<file path="config.mk">
export PLATFORM = sky130hd
export DESIGN_NAME = tt_um_leg_solver
export DESIGN_NICKNAME = d
export VERILOG_FILES = /design/src/rtl/tt_um_leg_solver.sv
export SDC_FILE = /design/constraint.sdc
export NUM_CORES = 1
export LEC_CHECK = 0
export ABC_AREA = 0
export BUFFER_PORTS_ARGS = -buffer_cell sky130_fd_sc_hd__buf_2
export CAP_MARGIN = 10
export CORE_MARGIN = 2
export CORE_UTILIZATION = 30
export DETAILED_ROUTE_END_ITERATION = 10
export PLACE_DENSITY_LB_ADDON = 0.08
export SYNTH_ARGS = -nofsm -noshare
export SYNTH_HDL_FRONTEND = slang
export SYNTH_SLANG_ARGS = --single-unit
</file>
<file path="constraint.sdc">
create_clock -name clk -period 3.7 [get_ports clk]
set_input_delay 0.74 -clock clk [delete_from_list [all_inputs] [get_ports clk]]
set_output_delay 0.74 -clock clk [all_outputs]
set_load 0.05 [all_outputs]
</file>
<file path="src/rtl/tt_um_leg_solver.sv">
// Right-triangle leg solver: b = floor(sqrt(h^2 - a^2)) using shift-add squaring
// and a restoring bit-serial square root, sequenced by a five-state FSM.
module tt_um_leg_solver (
  input  logic       clk,
  input  logic       rst_n,
  input  logic       ena,
  input  logic [7:0] ui_in,
  input  logic [7:0] uio_in,
  output logic [7:0] uo_out,
  output logic [7:0] uio_out,
  output logic [7:0] uio_oe
);

  typedef enum logic [2:0] {IDLE, MUL, SUB, ROOT, DONE} state_t;

  state_t      state, state_nxt;
  logic        first_run;
  logic [7:0]  h_r, a_r;
  logic [15:0] sq_h, sq_a;
  logic [15:0] rad;
  logic [9:0]  rem;
  logic [7:0]  root;
  logic [2:0]  cnt;
  logic        start;
  logic [17:0] step;

  assign uio_out = 8'h00;
  assign uio_oe  = 8'h00;

  // One restoring root digit: bring down the next radicand bit pair and
  // subtract the trial divisor (4*root + 1) when it fits.
  function automatic logic [17:0] root_step(input logic [9:0] rem_i,
                                            input logic [7:0] root_i,
                                            input logic [1:0] pair);
    logic [11:0] rem_sh;
    logic [11:0] trial;
    logic [11:0] diff;
    rem_sh = {rem_i, pair};
    trial  = {2'b00, root_i, 2'b01};
    diff   = rem_sh - trial;
    if (rem_sh >= trial)
      root_step = {diff[9:0], root_i[6:0], 1'b1};
    else
      root_step = {rem_sh[9:0], root_i[6:0], 1'b0};
  endfunction

  assign start = (state == IDLE) && (first_run || (ui_in != h_r) || (uio_in != a_r));
  assign step  = root_step(rem, root, rad[15:14]);

  always_ff @(posedge clk or negedge rst_n) begin
    if (!rst_n)
      state <= IDLE;
    else if (ena)
      state <= state_nxt;
  end

  always_comb begin
    state_nxt = state;
    case (state)
      IDLE:    if (start) state_nxt = MUL;
      MUL:     if (cnt == 3'd7) state_nxt = SUB;
      SUB:     state_nxt = ROOT;
      ROOT:    if (cnt == 3'd7) state_nxt = DONE;
      DONE:    state_nxt = IDLE;
      default: state_nxt = IDLE;
    endcase
  end

  always_ff @(posedge clk or negedge rst_n) begin
    if (!rst_n) begin
      first_run <= 1'b1;
      h_r       <= 8'd0;
      a_r       <= 8'd0;
      sq_h      <= 16'd0;
      sq_a      <= 16'd0;
      rad       <= 16'd0;
      rem       <= 10'd0;
      root      <= 8'd0;
      cnt       <= 3'd0;
      uo_out    <= 8'd0;
    end else if (ena) begin
      case (state)
        IDLE: begin
          if (start) begin
            h_r       <= ui_in;
            a_r       <= uio_in;
            first_run <= 1'b0;
            sq_h      <= 16'd0;
            sq_a      <= 16'd0;
            cnt       <= 3'd0;
          end
        end
        MUL: begin
          // Multiplier bit cnt of each operand selects a shifted copy of itself.
          if (h_r[cnt]) sq_h <= sq_h + ({8'd0, h_r} << cnt);
          if (a_r[cnt]) sq_a <= sq_a + ({8'd0, a_r} << cnt);
          cnt <= cnt + 3'd1;
        end
        SUB: begin
          rad  <= (sq_a > sq_h) ? 16'd0 : (sq_h - sq_a);
          rem  <= 10'd0;
          root <= 8'd0;
          cnt  <= 3'd0;
        end
        ROOT: begin
          rem  <= step[17:8];
          root <= step[7:0];
          rad  <= {rad[13:0], 2'b00};
          cnt  <= cnt + 3'd1;
        end
        DONE: begin
          uo_out <= root;
        end
        default: ;
      endcase
    end
  end

endmodule
</file>
==> flow_metrics.py <==
metrics = {
    "status": {
        "outcome": "finished clean",
    },
    "yosys": {
        "avgSynthCellArea_um2": 8.96,
        "yosysSeqAreaShare_pct": 32.6,
        "synth_area_leader_cell": "dfrtp_1",
        "synth_edf_count": 0,
        "ys_top_cells_by_area": "dfrtp_1 32%, ha_1 9.7%, mux2_2 4.8%",
        "synth_top_area_share_pct": 32.2,
        "yosys_most_used_dff": "dfrtp_1",
        "async_flop_share_pct": 100,
        "synth_cell_types": 70,
        "syn_inst": 833,
        "yosys_warnings": 0,
        "ys_ff_latch": 97,
        "synth_area_um2": 7460,
    },
    "setup_path": {
        "arrival_ps": 3660,
        "critPathMaxFanout": 14,
        "reg2regPathDepth": 11,
        "crit_required_ps": 3950,
        "crit_path_end_kind": "register",
        "cp_cell_sequence": "buf_4, mux2_2, o21ai_0, o22ai_1, ha_1, a21oi_1, o21bai_1, a31o_2, a211oi_1, o31ai_1, a22o_1",
        "slowest_stage": "dfrtp_1",
        "worst-setup-path-type": "register to register",
        "slowest_delay_ps": 710,
        "start_kind": "register",
    },
    "layout": {
        "multiInputGateArea_um2": 4630,
        "syn_to_final_growth_pct": 10.5,
        "fin_nets": 936,
        "n_antenna_cell": 0,
        "fill_cells": 2582,
        "fin_util_pct": 33.8,
        "layout-drive-gt1-share_pct": 12.9,
        "seqCellArea_um2": 2430,
    },
    "clock_network": {
        "htree_levels": 3,
        "hold_buffers": 0,
        "cts_buffer_depth": 2,
        "clock-sinks": 97,
        "post-cts-setup-buffers": 0,
        "ctsResizeCount": 0,
        "numCtsBuffers": 9,
        "clock_insertion_delay_worst_skew_ps": 350,
        "cts.clk_slew.worst_paths_ps": 80,
        "cts_root_buf": "clkbuf_16",
        "cts_tree": "yes",
    },
    "timing": {
        "period_needed_ps": 3410,
        "fmax_ghz": 0.293,
        "period_share_pct": 92.2,
        "fin_setup_tns_ps": 0,
        "tightest_slew_ps": 1060,
        "setup_viol": 0,
        "final_hold_viol_count": 0,
        "max-slew-margin-rel_pct": 29.3,
        "clock_skew_ps": 11.3,
        "fin_hold_ws_ps": 409,
        "rsz0062_at_grt": "no",
        "drv_slew": 0,
    },
    "route": {
        "vias": 6120,
        "avgRoutedWirePerCell_um": 17.1,
        "antenna_left": 0,
        "avgViaCountPerCell": 5.16,
        "wirelength_um": 20300,
        "drc_errors": 0,
        "firstDrtPassIters": 4,
        "dr.first_iter.drc_count": 358,
    },
    "run": {
        "maxCapViolations": 0,
    },
    "placement": {
        "hpwl_um": 15600,
        "portBuffers": 26,
        "gp_congestion": 0.862,
    },
    "pwr": {
        "p_per_area_nw_per_um2": 1100,
        "ir_drop_uv": 492,
        "p_leak_uw": 0.00367,
        "power.total_uw": 9030,
    },
    "floorplanning": {
        "pin_count": 43,
        "die_w_um": 162,
        "die_area_um2": 26100,
        "die_h_um": 162,
        "row_count": 57,
        "design.core.area_um2": 24400,
        "initial_utilization_pct": 30.6,
    },
    "grt": {
        "grt_first_pass_wirelength_um": 32700,
        "grt_max_degree": 98,
        "grt_usage_pct": 15.8,
        "grt_remaining_overflow": 0,
        "grt_pass1_vias": 6090,
        "antenna_found_initial": 0,
    },
    "hold_path": {
        "hold_class": "input pin to async pin",
    },
}
-- synth_stat cells (3+ instances only) --
master    number
dfrtp_1       96
nand2_1       77
nor2_1        66
ha_1          58
inv_1         43
a21oi_1       42
o21ai_0       41
xnor2_1       36
mux2_2        32
nand3_1       32
o31ai_1       22
buf_4         19
mux2i_1       19
xor2_1        18
clkbuf_1      16
o21a_1        15
a21o_1        12
nor3_1        12
a221oi_1      11
o211ai_1      11
o22ai_1       10
a211oi_1       9
and3_1         9
nand4_1        9
or3_1          9
buf_2          8
nand2b_1       8
o21ai_1        8
a22o_1         7
nor2b_1        7
o31a_1         6
a31oi_1        4
o21bai_1       4
a22oi_1        3
buf_1          3
buf_6          3
fa_1           3
nor3b_1        3
or2_2          3
-- critical path, delay by kind of cell, from the launching register on --
family | cells | cell delay (ps)
AO/OA/AOI/OAI | 8 | 1590
adder cells (fa/ha/maj) | 1 | 360
buffers and inverters | 1 | 290
flip-flops | 1 | 710
multiplexers | 1 | 360
-- flip-flops by register name (all words and copies together) (netlist names) --
signal,flops
a_r,8
cnt,3
first_run,1
h_r,8
rad,16
rem,10
root,8
sq_a,16
sq_h,16
state,3
uo_out,8
-- placed cells by master (no fill, tap or decap), types with 16 or more instances in the layout --
cell	Yosys	final
nand2_1	77	77
conb_1	1	16
buf_2	8	25
mux2i_1	19	19
nand3_1	32	32
ha_1	58	58
buf_4	19	21
nor2_1	66	66
inv_1	43	43
mux2_2	32	32
xnor2_1	36	36
dfrtp_1	96	96
o21ai_0	41	41
a21oi_1	42	42
xor2_1	18	18
o31ai_1	22	22
-- cells by family after synthesis --
group | after synthesis | synth area share, %
simple gates | 249 | 15.9
xor+xnor | 54 | 6.34
fa+ha+maj | 61 | 10.5
other cells | 1 | 0.0503
compound gates | 226 | 21.0
flops | 97 | 32.6
buf+inv | 93 | 6.09
mux | 52 | 7.53
-- power breakdown --
part	internal, uW	leakage (uW)	switching, uW
Combinational	2540	0.00230	3500
Sequential	1490	0.00122	490
Clock	539	0.000149	471
Total	4570	0.00367	4470
-- path summary, 6_finish.rpt --
check                       start        to  slack [ps]
min in group clk           rem[8]    rem[8]         490
max                        cnt[1]  sq_a[13]         290
min                         rst_n   sq_h[3]         410
min reg2reg                rem[8]    rem[8]         490
max in group asynchronous   rst_n    rad[7]        2810
max reg2reg                cnt[1]  sq_a[13]         290
-- layout make-up --
class,instances,area share [%]
clock buffer,9,2.73
clock inverter,7,1.02
inverter,43,1.96
multi-input combinational,658,56.2
sequential,97,29.5
tap,324,4.92
timing repair buffer,47,3.67
-- routing by layer --
layer / track usage, % / part of all wire (%) / vias up
li1: - / - / 3033
met2: 26.7 / 48 / 89
met3: 1.99 / 2.3 / 13
met1: 21.8 / 48 / 2985
met5: 0 / 0 / -
met4: 3.46 / 1.2 / 0
-- per-stage QoR --
stage	cell area, um2	instances	worst slack (ps)
global placement	7930	1169	304
floorplan	7520	848	411
CTS	8240	1185	294
detailed placement	7930	1169	289
global route	8240	1185	79.9
finish	8240	1185	288
Power figures use the tool's default switching activity.
